`config.mk`:
```
export PLATFORM = sky130hd
export DESIGN_NAME = bus_arbiter
export DESIGN_NICKNAME = d
export VERILOG_FILES = /design/src/rtl/bus_arbiter.sv
export SDC_FILE = /design/constraint.sdc
export NUM_CORES = 1
export LEC_CHECK = 0
export CORE_AREA = 2 2 183 185
export CTS_BUF_LIST = sky130_fd_sc_hd__clkbuf_16
export CTS_CLUSTER_DIAMETER = 60
export DETAILED_ROUTE_END_ITERATION = 7
export DIE_AREA = 0 0 185 187
export PLACE_DENSITY = 0.42
export SYNTH_ARGS = -nofsm -noshare
export SYNTH_HDL_FRONTEND = slang
export SYNTH_SLANG_ARGS = --single-unit
export TNS_END_PERCENT = 10
```
`constraint.sdc`:
```
create_clock -name clk -period 3.3 [get_ports clk]
set_input_delay 0.66 -clock clk [delete_from_list [all_inputs] [get_ports clk]]
set_output_delay 0.66 -clock clk [all_outputs]
set_load 0.01 [all_outputs]
```
`src/rtl/bus_arbiter.sv`:
```
// Two-client arbiter sharing one external memory bus between the instruction
// fetcher (i-side) and the data-memory stage (d-side); one owner per transaction.
module bus_arbiter #(
  parameter int unsigned BUS_DATA_WIDTH = 64,
  parameter int unsigned BUS_TAG_WIDTH  = 13
) (
  input  logic                      clk,
  input  logic                      reset,

  input  logic [BUS_DATA_WIDTH-1:0] ibus_req,
  input  logic                      ibus_reqcyc,
  input  logic [BUS_TAG_WIDTH-1:0]  ibus_reqtag,
  input  logic                      ibus_respack,
  output logic                      ibus_respcyc,
  output logic [BUS_DATA_WIDTH-1:0] ibus_resp,
  output logic [BUS_TAG_WIDTH-1:0]  ibus_resptag,

  input  logic [BUS_DATA_WIDTH-1:0] dbus_req,
  input  logic                      dbus_reqcyc,
  input  logic [BUS_TAG_WIDTH-1:0]  dbus_reqtag,
  input  logic                      dbus_respack,
  output logic                      dbus_respcyc,
  output logic [BUS_DATA_WIDTH-1:0] dbus_resp,
  output logic [BUS_TAG_WIDTH-1:0]  dbus_resptag,

  output logic [BUS_DATA_WIDTH-1:0] bus_req,
  output logic                      bus_reqcyc,
  output logic [BUS_TAG_WIDTH-1:0]  bus_reqtag,
  input  logic                      bus_reqack,
  input  logic                      bus_respcyc,
  input  logic [BUS_DATA_WIDTH-1:0] bus_resp,
  input  logic [BUS_TAG_WIDTH-1:0]  bus_resptag,
  output logic                      bus_respack
);

  typedef enum logic [2:0] {StIdle, StIReq, StIResp, StDReq, StDResp} state_e;

  localparam logic LastI = 1'b0;
  localparam logic LastD = 1'b1;

  state_e state_q;
  logic   last_q;
  logic   seen_q;

  // Tag MSB marks a write: no response phase, beats accepted while reqcyc is held.
  logic i_is_write, d_is_write;
  assign i_is_write = ibus_reqtag[BUS_TAG_WIDTH-1];
  assign d_is_write = dbus_reqtag[BUS_TAG_WIDTH-1];

  always_ff @(posedge clk) begin
    if (!reset) begin
      state_q <= StIdle;
      last_q  <= LastI;
      seen_q  <= 1'b0;
    end else begin
      case (state_q)
        StIdle: begin
          // On a tie the client that was not granted last wins.
          if (dbus_reqcyc && (!ibus_reqcyc || last_q == LastI)) begin
            state_q <= StDReq;
            last_q  <= LastD;
          end else if (ibus_reqcyc) begin
            state_q <= StIReq;
            last_q  <= LastI;
          end
        end
        StIReq: begin
          if (!ibus_reqcyc) begin
            state_q <= StIdle;
          end else if (bus_reqack && !i_is_write) begin
            state_q <= StIResp;
          end
        end
        StDReq: begin
          if (!dbus_reqcyc) begin
            state_q <= StIdle;
          end else if (bus_reqack && !d_is_write) begin
            state_q <= StDResp;
          end
        end
        StIResp, StDResp: begin
          // Burst ends on the first idle bus cycle after at least one beat.
          if (bus_respcyc) begin
            seen_q <= 1'b1;
          end else if (seen_q) begin
            seen_q  <= 1'b0;
            state_q <= StIdle;
          end
        end
        default: begin
          state_q <= StIdle;
          seen_q  <= 1'b0;
        end
      endcase
    end
  end

  always_comb begin
    bus_req      = '0;
    bus_reqcyc   = 1'b0;
    bus_reqtag   = '0;
    bus_respack  = 1'b0;
    ibus_respcyc = 1'b0;
    ibus_resp    = '0;
    ibus_resptag = '0;
    dbus_respcyc = 1'b0;
    dbus_resp    = '0;
    dbus_resptag = '0;
    case (state_q)
      StIReq: begin
        bus_req    = ibus_req;
        bus_reqcyc = ibus_reqcyc;
        bus_reqtag = ibus_reqtag;
      end
      StDReq: begin
        bus_req    = dbus_req;
        bus_reqcyc = dbus_reqcyc;
        bus_reqtag = dbus_reqtag;
      end
      StIResp: begin
        ibus_respcyc = bus_respcyc;
        ibus_resp    = bus_resp;
        ibus_resptag = bus_resptag;
        bus_respack  = ibus_respack;
      end
      StDResp: begin
        dbus_respcyc = bus_respcyc;
        dbus_resp    = bus_resp;
        dbus_resptag = bus_resptag;
        bus_respack  = dbus_respack;
      end
      default: ;
    endcase
  end

endmodule

```
==> Word level (Yosys, flattened, before mapping) <==
Cells that the tools add are included.
{ "word_totals": {"reg_bits": 5, "inputBits": 239, "output_inout_bits": 235, "wordCells": 49} }
{ "op_classes": {"n_eq_ne": 9, "n_mux": 23, "bitwise_logic": 1, "reduce_logical": 13} }
{ "op_table": {"columns": ["operator", "n"], "rows": [
  ["64-bit 2-to-1 mux", 2],
  ["64-bit case mux with 2 select lines", 1],
  ["13-bit 2-to-1 mux", 2],
  ["13-bit case mux with 2 select lines", 1],
  ["3-bit 2-to-1 mux", 8],
  ["3-bit case mux with 4 select lines", 1],
  ["3-bit inequality test (second input constant)", 3],
  ["3-bit by 2-bit equality test with 1-bit output (second input constant)", 2],
  ["1-bit case mux with 2 select lines", 3],
  ["1-bit 2-to-1 mux", 5],
  ["5-bit AND reduction", 1],
  ["2-bit inequality test (second input constant)", 2],
  ["3-bit by 1-bit equality test with 1-bit output (second input constant)", 1],
  ["3-bit equality test (second input constant)", 1],
  ["1-bit logical AND", 3],
  ["1-bit zero test", 3],
  ["3-bit zero test", 1],
  ["3-bit OR reduction", 1],
  ["2-bit AND reduction", 1],
  ["2-bit nonzero test", 1],
  ["2-bit OR reduction", 1],
  ["1-bit logical OR", 1],
  ["1-bit inverter", 1]
]} }

==> Logic depth before layout (Yosys ltp) <==
Gate-level depths: netlist (run 1).
{ "depth": {"word_depth": 5, "mapped_depth": 6, "depth_no_buf": 4} }

==> Worst setup path before layout (run 1) <==
Ideal clock, no wire load.
{ "synth_path": {"kind": "flip-flop to output port", "startpoint": "register state_q[0]", "endpoint": "output bus_req[25]", "arrival_ns": 1.262, "required_ns": 2.640, "path_slack_ns": 1.378, "path_stages_with_launch": 7, "path_buffers": 4, "path_cell_list": "dfxtp_1 > buf_4 > and3b_1 > buf_2 > buf_4 > buf_2 > a22o_1"} }
{ "synth_between": {"elab_chain_cells": 2, "elab_cells_between_ends": 3, "cone_classes": "eq/ne (2); mux (1)"} }
{ "synth_rtl": {"columns": ["element", "line_no", "text"], "rows": [
  ["start: declaration", "41", "state_e state_q;"],
  ["start signal: assignment", "52", "state_q <= StIdle;"],
  ["start signal: assignment", "60", "state_q <= StDReq;"],
  ["start signal: assignment", "63", "state_q <= StIReq;"],
  ["3-bit by 2-bit equality test with 1-bit output / 3-bit by 1-bit equality test with 1-bit output (equally long branches)", "109", "case (state_q)"],
  ["64-bit case mux with 2 select lines *", "109", null],
  ["end: declaration", "26", "output logic [BUS_DATA_WIDTH-1:0] bus_req,"]
]} }
Every way passes the cells marked *; elsewhere a longest branch is shown, timed or not.

==> Final worst setup path (run 1) <==
{ "layout_path": {"startpoint": "register state_q[1]", "endpoint": "output bus_req[30]"} }
Same word-level chain as after synthesis.

==> results of run 1 <==
-- power breakdown --
part	switching, W	total [W]	internal (W)	leakage (nW)
clock	0.0000379	0.000195	0.000157	0.0423
sequential	0.0000559	0.000138	0.0000822	0.0411
combinational	0.00118	0.00293	0.00175	2.60
total	0.00127	0.00326	0.00199	2.69
-- worst reg2reg max path, delay by kind of cell (launching register included) --
family / cells / cell delay [ps]
simple gates: 3 / 780
flops: 1 / 630
buf+inv: 1 / 250
mux: 1 / 180
-- final cells by class --
class,instances,area [um2],area share
clock buffer,3,75.1,0.00997
tap,448,561,0.0745
multi-input combinational,268,1930,0.257
clock inverter,1,3.75,0.000499
sequential,5,100,0.0133
inverter,1,3.75,0.000499
timing repair buffer,480,4850,0.644
-- cell families after synthesis --
family,after synthesis
AND/OR/NAND/NOR,176
XOR/XNOR,1
flip-flops,5
AO/OA/AOI/OAI,87
multiplexers,4
buffers and inverters,37
-- through the flow --
stage          hold WS (ps)  cell area (um2)  utilization  power [W]  instances
2_1_floorplan           442             2230            -    0.00144        310
3_3_place_gp            468             7450        0.227    0.00315       1202
3_5_place_dp            482             7450        0.227    0.00310       1202
4_1_cts                 488             7530        0.229    0.00332       1206
5_1_grt                 500             7530        0.229    0.00347       1206
6_report                482             7530        0.229    0.00326       1206
-- synthesized netlist by cell type --
cell type | number | area share
sky130_fd_sc_hd__a31oi_1 | 1 | 0.0028
sky130_fd_sc_hd__dfxtp_1 | 5 | 0.045
sky130_fd_sc_hd__xnor2_1 | 1 | 0.0039
sky130_fd_sc_hd__and2_1 | 156 | 0.44
sky130_fd_sc_hd__a311oi_1 | 1 | 0.0039
sky130_fd_sc_hd__nor3_1 | 1 | 0.0022
sky130_fd_sc_hd__or4_1 | 1 | 0.0034
sky130_fd_sc_hd__clkbuf_2 | 4 | 0.0090
sky130_fd_sc_hd__nor3b_4 | 3 | 0.025
sky130_fd_sc_hd__nand2_1 | 3 | 0.0051
sky130_fd_sc_hd__nor2_1 | 1 | 0.0017
sky130_fd_sc_hd__buf_6 | 2 | 0.010
sky130_fd_sc_hd__nor2b_1 | 1 | 0.0028
sky130_fd_sc_hd__a22oi_1 | 1 | 0.0034
sky130_fd_sc_hd__nand3_1 | 3 | 0.0067
sky130_fd_sc_hd__a22o_1 | 79 | 0.31
sky130_fd_sc_hd__nand2b_1 | 3 | 0.0084
sky130_fd_sc_hd__mux2i_1 | 4 | 0.018
sky130_fd_sc_hd__buf_2 | 12 | 0.027
sky130_fd_sc_hd__a21oi_1 | 2 | 0.0045
sky130_fd_sc_hd__o22a_1 | 1 | 0.0039
sky130_fd_sc_hd__buf_4 | 5 | 0.017
sky130_fd_sc_hd__inv_1 | 1 | 0.0017
sky130_fd_sc_hd__and3b_1 | 1 | 0.0039
sky130_fd_sc_hd__a21boi_0 | 1 | 0.0034
sky130_fd_sc_hd__clkbuf_1 | 13 | 0.022
sky130_fd_sc_hd__nand4_2 | 1 | 0.0056
sky130_fd_sc_hd__or3_1 | 2 | 0.0056
sky130_fd_sc_hd__a221o_1 | 1 | 0.0045
-- metal layers --
| layer | up-vias | track usage | routed length (um) |
|---|---|---|---|
| met5 | - | 0 | 27 |
| met4 | 4 | 0.0110 | 136 |
| met3 | 12 | 0.0222 | 1850 |
| met2 | 281 | 0.196 | 9580 |
| met1 | 1795 | 0.0868 | 5800 |
| li1 | 1989 | - | - |
-- worst max-delay path by stage --
stage,start,end,slack (ps),depth (start not counted)
global placement,state_q[1]$_SDFFE_PN0P_,bus_req[31],550,4
CTS,state_q[1]$_SDFFE_PN0P_,bus_req[31],300,4
finish,state_q[1]$_SDFFE_PN0P_,bus_req[30],320,4
detailed placement,state_q[1]$_SDFFE_PN0P_,bus_req[31],540,4
global route,state_q[1]$_SDFFE_PN0P_,bus_req[19],180,4
floorplan,state_q[0]$_SDFFE_PN0P_,bus_req[25],1380,6
-- state kept, by name, summed over array words and instances, names as in the netlist --
register,cells
seen_q,1
last_q,1
state_q,3
==> run summary, run 1 <==
The count of final hold-check violations is 0. The total power divided by cell area came out at 433 mW/mm2. In this run the critical register-to-register path is launched from state_q[1]$_SDFFE_PN0P_. The startpoint identified for the worst hold timing path is last_q$_SDFFE_PN0P_. The final global-route overflow total came out at 0. The critical path goes through and3b_2, buf_12, a22o_1, clkdlybuf4s50_1.

The first-pass GRT wire length is between 20 and 25 mm. The post-route clock skew came out at 0.456 ps. The post-DP HPWL is between 10 and 15 mm. The pre-CTS worst setup slack came out at 540 ps. The total inserted antenna cells is 0. Summed over all failing endpoints, the final setup total negative slack is 0 ps. The gate family responsible for the most delay along the worst path is buffers and inverters.

The maximum operating frequency is 336 MHz. STA classifies the critical path endpoint as a primary output. After filler insertion, the fill cell instance count of the layout stands at 3650. The endpoint of the worst register-to-register path is state_q[1]$_SDFFE_PN0P_.

The global placement routability congestion is around 0.73. The overall routed net length is 17.4 mm. The ratio of final minimum period to clock period is 0.902.

The peak supply drop is 325 uV. The reported max-cap violation count came out at 0. The final-report setup violation count came out at 0. The largest buffer count on any clock path is 2. The sort of element at the start of the critical path is a register.

The total clock buffers created by CTS is 3. The library cells used most frequently in the layout, excluding fill and tap cells, are sky130_fd_sc_hd__clkdlybuf4s50_1 (473), sky130_fd_sc_hd__and2_1 (156), sky130_fd_sc_hd__a22o_1 (79), sky130_fd_sc_hd__dfxtp_1 (5), sky130_fd_sc_hd__buf_12 (5). The hold-critical path depth is 1. Entering global routing, the biggest net connects 80 pins.

In the synthesized netlist, the number of instances is 310. The flow ran to the end, and the final reports show no timing, DRC or antenna violations. The worst hold path terminates at last_q$_SDFFE_PN0P_. The count of nets left with antenna violations after detail routing is 0.

The clock root buffer is sky130_fd_sc_hd__clkbuf_16. The number of synthesized register bits is 5. The initial cell density of the core came out at 0.0677. The total count of max-transition violations in the final report is 0. The routed wirelength normalized by instance count came out at between 10 and 15 um.

The count of routing violations after the opening detailed-route iteration came out at roughly 70. The leakage power figure came out at between 2 and 3 nW. Counting I/O delays and the setup requirement, the final critical path takes 2980 ps.

The number of cells on the worst reg-to-reg path came out at 5. The setup slack on the worst flop-to-flop path is 1380 ps. After clock tree synthesis, the flow added hold-fix buffers numbering 0. The average via count per standard cell came out at about 3.4. Of the total synthesized cell area, the portion taken by AND, OR, NAND and NOR gates is 0.509. Once the clock tree was built, the setup fixing pass inserted 0 buffers.

In this run the worst hold path is classified as register to register. The post-synthesis share of cell area spent on full adders, half adders and majority gates is 0. The critical path class is register to primary output. The die outline height came out at roughly 190 um. Clock-pin slew was measured on the worst setup and hold paths at 30 ps. The highest cell delay on the worst timing path is 630 ps.

The count of buffers from port buffering is 473. The total buffers and inverters traversed by the critical path came out at 2. At the pin with the least slew margin, the transition time is between 500 and 600 ps.

During synthesis, Yosys emitted a total of 0 warnings. The synthesized area per cell is 7.18 um2. The initial antenna violation count came out at 3. The first-pass iteration count of the detailed router is 4. In this run the worst path has a maximum fanout of 36. The slowest stage of the critical path is the sky130_fd_sc_hd__dfxtp_1 cell. The layout-stage area growth over the synthesis result is 238%.

The number of DRC violations after detailed routing came out at 0. The count of nets after finishing is around 1000. From left edge to right edge, the die measures 185 um. Of the total synthesized cell area, the portion taken by XOR and XNOR cells is 0.00393. The floorplan row count came out at 67. The worst-case setup margin in the final layout came out at 324 ps. The post-synthesis net count is 549. The compound-cell area share of the yosys netlist came to 0.337. CTS saw 5 sinks. The synthesized netlist occupies a cell area of 0.00223 mm2. In this run the tightest slew margin relative to its limit is 0.658. The TritonCTS clock tree is built.

The largest family of logic cells by synthesized area is simple AND/OR/NAND/NOR gates. The worst endpoint required time is ~2600 ps. Setup repair after global routing left no endpoint under its margin. The total of cells resized after clock tree synthesis is 0.

The via count of the first global-routing pass came to 4136. The multiplexer share of the synthesized area came out at 0.0180. The total number of H-tree levels came out at 1. The clock reaches the later pin of the worst-skew pair after 220 ps. The number of top-level pins is 474. The core footprint came out at 0.0329 mm2.

Synthesis instantiated 29 different standard cells from the library. The critical path data arrival time came out at 2320 ps. The total die area came out at around 0.035 mm2.

The share of synthesized area occupied by flip-flops and latches came out at 0.0450. Leaving out fill and tap cells, the most frequent cell in the layout is sky130_fd_sc_hd__clkdlybuf4s50_1. The share of post-route cells with drive strength above 1 came out at 0.0198. The routed layout has 4081 vias. For this run, the total global-route usage over all layers was measured as 0.0916.
Note: power is estimated with default switching activity, not from simulation.
==> run 2, diff against run 1 <==
--- a/config.mk
+++ b/config.mk
@@ -5,12 +5,13 @@
 export SDC_FILE = /design/constraint.sdc
 export NUM_CORES = 1
 export LEC_CHECK = 0
-export CORE_AREA = 2 2 183 185
+export ABC_AREA = 1
+export CORE_AREA = 2 2 182 184
 export CTS_BUF_LIST = sky130_fd_sc_hd__clkbuf_16
 export CTS_CLUSTER_DIAMETER = 60
 export DETAILED_ROUTE_END_ITERATION = 7
-export DIE_AREA = 0 0 185 187
-export PLACE_DENSITY = 0.42
+export DIE_AREA = 0 0 184 186
+export PLACE_DENSITY = 0.43
 export SYNTH_ARGS = -nofsm -noshare
 export SYNTH_HDL_FRONTEND = slang
 export SYNTH_SLANG_ARGS = --single-unit
==> run 2 against run 1 <==
Register-to-register slack lost 60 ps; utilization increased by 0.76 points; critical path type unchanged; clock skew hardly changed; largest cell class unchanged; die area is 1.1% lower; via count up 14%; worst setup slack better by 140 ps; sequential share of layout area barely moved; routed wire length is 2.6% higher; clock power barely moved; highest routed layer is now met4; non-clock buffer count up 3.
==> run summary, run 2 <==
STA classifies the critical path startpoint as a register. The total via count in the routed design came out at 4668. The average via count per standard cell is 3.30.

The overall power consumption came out at 0.00317 W. The count of buffers from port buffering is 473. Across the VDD grid, the largest voltage drop is 187 uV. After legalization and detailed placement, the total HPWL measured 15.2 mm.

The overall routed net length is 17.8 mm. Summed over all layers, the global routing overflow is 0. The post-layout minimum cycle time came out at roughly 2800 ps. 474 I/O pins were placed.

The internal power component came out at between 0.0015 and 0.002 W. The highest cell delay on the worst timing path is approximately 600 ps. The leakage power figure is 3.37 nW. The flip-flop count of the largest register after layout is 3.

The critical path is of the register to primary output type. The placed cell area came out at 0.00754 mm2. Setup violations remaining at the end of the flow were counted as 0. The total inserted antenna cells is 0.

Yosys attributes the largest share of cell area to sky130_fd_sc_hd__inv_1 (27%), sky130_fd_sc_hd__nor2_1 (26%), sky130_fd_sc_hd__o21ai_0 (17%). The reported max-cap violation count is 0. The total power divided by cell area is about 420 mW/mm2. The relative slew slack is 0.609. The total count of max-transition violations in the final report is 0. The number of different library cells in the post-synthesis netlist came out at 20. The signal on the critical path passes through nand3_1, inv_2, buf_12, nand2_1, o21ai_0, clkdlybuf4s50_1. The initialized floorplan defines 66 standard-cell rows.

After synthesis the cells add up to 0.00232 mm2. The layout-stage area growth over the synthesis result is 228%. The post-route clock skew is 0.637 ps. The count of nets after finishing is 1248. The total buffers and inverters traversed by the critical path is 3. The total number of clock tree sinks came out at 5. The initial cell density of the core came out at 0.0721. The pin count of the biggest net entering global routing came out at a little over 80. TritonCTS built the clock tree. Counting instances in the post-synthesis netlist gives the leading cell types as sky130_fd_sc_hd__inv_1 (165), sky130_fd_sc_hd__nor2_1 (163), sky130_fd_sc_hd__nand2_1 (92).

The via count of the first global-routing pass is 4306. CTS built an H-tree with a depth of 1. The share of power burned in combinational logic is 0.905. STA classifies the critical path endpoint as a primary output.

The gate family responsible for the most delay along the worst path is buffers and inverters. The slowest stage of the critical path belongs to the cell sky130_fd_sc_hd__clkdlybuf4s50_1. The finished layout cell area is 0.00762 mm2. The clock edge transition at the registers on the reported setup and hold paths came out at 30 ps. The number of DRC violations after detailed routing came out at 0.

The reported net switching power came out at 0.00141 W. The accumulated negative setup slack came out at 0 ps. The synthesized area per cell is 4.20 um2. The pre-CTS worst setup slack came out at ~540 ps. The share of the Yosys chip area taken by registers is 0.0431. The share of synthesized area in the top cell type comes to 0.267. The overall global routing resource usage is 0.0914. The commonest register cell after synthesis is sky130_fd_sc_hd__dfxtp_1.

The worst endpoint required time is 2640 ps. The floorplan step defined a core boundary enclosing approximately 0.032 mm2. The total placed cells including tap cells is ~1400. The portion of total power attributed to the clock network is 0.061. The net switching share of the total power is 0.445. The post-CTS setup repair buffer count came out at 0. The share of post-route cells with drive strength above 1 is 0.0188. The number of enable-type register cells in the synthesized netlist came out at 0. The total die area is 0.0342 mm2. The largest buffer count on any clock path is 2. Setup slack closes at 466 ps. The post-synthesis net count came out at 792.

The cell count after synthesis came out at 553. The critical path data arrival time is ~2200 ps. The count of cells in the finished layout, fillers not included, comes to 1416. The clock network latency to the later pin of the worst-skew pair came out at 220 ps. The number of warnings issued by yosys came out at 0. The synthesized design spends more area on one cell type than any other, namely sky130_fd_sc_hd__inv_1. The pin slew with the least headroom to its limit is 585 ps. The count of nets left with antenna violations after detail routing is 0. The async set-or-reset flop fraction in the synthesized netlist is 0.

For this design, the CTS-stage hold fixing added 0 buffers. The count of final hold-check violations was 0. The detailed router finished its first iteration with 149 violations. The die outline height came out at 186 um. The initial antenna violation count is 0. In the layout the commonest cells are sky130_fd_sc_hd__clkdlybuf4s50_1 (473), sky130_fd_sc_hd__inv_1 (166), sky130_fd_sc_hd__nor2_1 (163), sky130_fd_sc_hd__nand2_1 (92), sky130_fd_sc_hd__o21ai_0 (79). The total of cells resized after clock tree synthesis is 0. The number of synthesized register bits came out at 5. The global placement routability congestion came out at 0.813. The sequential fraction of design power is 0.034. The library cell used most frequently in the layout, excluding fill and tap cells, is sky130_fd_sc_hd__clkdlybuf4s50_1. TritonCTS created 3 clock buffers.

After detailed routing, the average wire length per cell comes to 12.6 um. Measured along the x axis, the die boundary spans roughly 180 um. The flow ran to the end, and the final reports show no timing, DRC or antenna violations. Setup repair after global routing left no endpoint under its margin. In this run the worst hold path is classified as register to register. The peak fanout along the critical path is 43.

The largest registers in the layout are state_q: 3 flops, last_q: 1 flops, seen_q: 1 flops. Before antenna repair, the detailed router went through 4 iterations. The maximum operating frequency is 353 MHz.

The first global-routing pass estimated ~24 mm of wire. state_q holds more flip-flops than any other register. In this run the clock root is driven by a sky130_fd_sc_hd__clkbuf_16. The most common cell in the synthesized netlist is sky130_fd_sc_hd__inv_1. The ratio of final minimum period to clock period is 0.859.
## run 2: cell types whose count changed after synthesis, moves of 4 or more
cell / previous run / this run
sky130_fd_sc_hd__o21ai_0: 0 / 79
sky130_fd_sc_hd__nand2_1: 3 / 92
sky130_fd_sc_hd__and2_1: 156 / 0
sky130_fd_sc_hd__nor2_1: 1 / 163
sky130_fd_sc_hd__mux2i_1: 4 / 0
sky130_fd_sc_hd__a22o_1: 79 / 0
sky130_fd_sc_hd__inv_1: 1 / 165
sky130_fd_sc_hd__clkbuf_1: 13 / 18
## run 2: area by class of cell
cell class | instances | area [um2]
fillers | 3617 | 24600
repair buffers | 483 | 4860
multi-input cells | 349 | 1450
inverters | 167 | 627
well taps | 408 | 510
flip-flops and latches | 5 | 100
clock buffers | 3 | 75.1
clock inverters | 1 | 3.75
## run 2: path summary, 6_finish.rpt
kind	to	slack (ps)	startpoint	cells past startpoint
worst min register to register	last_q$_SDFFE_PN0P_	460	last_q$_SDFFE_PN0P_	2
worst min-delay path	last_q$_SDFFE_PN0P_	460	last_q$_SDFFE_PN0P_	2
worst max register to register	state_q[1]$_SDFFE_PN0P_	1320	state_q[0]$_SDFFE_PN0P_	9
worst max-delay path	bus_req[33]	470	state_q[0]$_SDFFE_PN0P_	6
## run 2: power groups by stage
stage | logic (W) | registers (W) | clock network [W]
finish | 0.00287 | 0.000107 | 0.000194
global route | 0.00310 | 0.000111 | 0.000203
CTS | 0.00293 | 0.000108 | 0.000198
detailed placement | 0.00291 | 0.000108 | 0
global placement | 0.00294 | 0.000106 | 0
floorplan | 0.00108 | 0.000103 | 0
## run 2: per-layer routing
| layer | GRT usage | wire [um] | vias up | share of wire |
|---|---|---|---|---|
| li1 | - | - | 2469 | - |
| met1 | 0.104 | 6910 | 1959 | 0.39 |
| met2 | 0.179 | 9400 | 230 | 0.53 |
| met3 | 0.0188 | 1400 | 10 | 0.079 |
| met4 | 0.0109 | 113 | 0 | 0.0063 |
| met5 | 0 | 0 | - | 0 |
## run 2: per-stage QoR
| step | hold slack [ps] | util |
|---|---|---|
| floorplan | 437 | - |
| global placement | 454 | 0.234 |
| detailed placement | 461 | 0.234 |
| CTS | 465 | 0.237 |
| global route | 488 | 0.237 |
| finish | 460 | 0.237 |
## run 2: kinds of logic after synthesis
kind of cell    Yosys count  synth area share
simple gates            264             0.438
flops                     5            0.0431
compound gates           85             0.185
buf+inv                 199             0.334
## run 2: worst reg2reg max path, cell delays in order, from the launching register on
cell and delay (ps):
sky130_fd_sc_hd__dfxtp_1 410, sky130_fd_sc_hd__nor2_1 70, sky130_fd_sc_hd__nand2_2 440, sky130_fd_sc_hd__buf_4 330, sky130_fd_sc_hd__nand2_1 120, sky130_fd_sc_hd__o21ai_1 160
sky130_fd_sc_hd__nand3_1 160, sky130_fd_sc_hd__nand2_1 90, sky130_fd_sc_hd__nand2_1 50, sky130_fd_sc_hd__nor2_1 80
==> run 3, diff against run 2 <==
--- a/config.mk
+++ b/config.mk
@@ -6,6 +6,7 @@
 export NUM_CORES = 1
 export LEC_CHECK = 0
 export ABC_AREA = 1
+export ABC_CLOCK_PERIOD_IN_PS = 3300
 export CORE_AREA = 2 2 182 184
 export CTS_BUF_LIST = sky130_fd_sc_hd__clkbuf_16
 export CTS_CLUSTER_DIAMETER = 60
==> results of run 3 <==
Same layout as run 2: the final DEF is identical, and so are final timing and power.
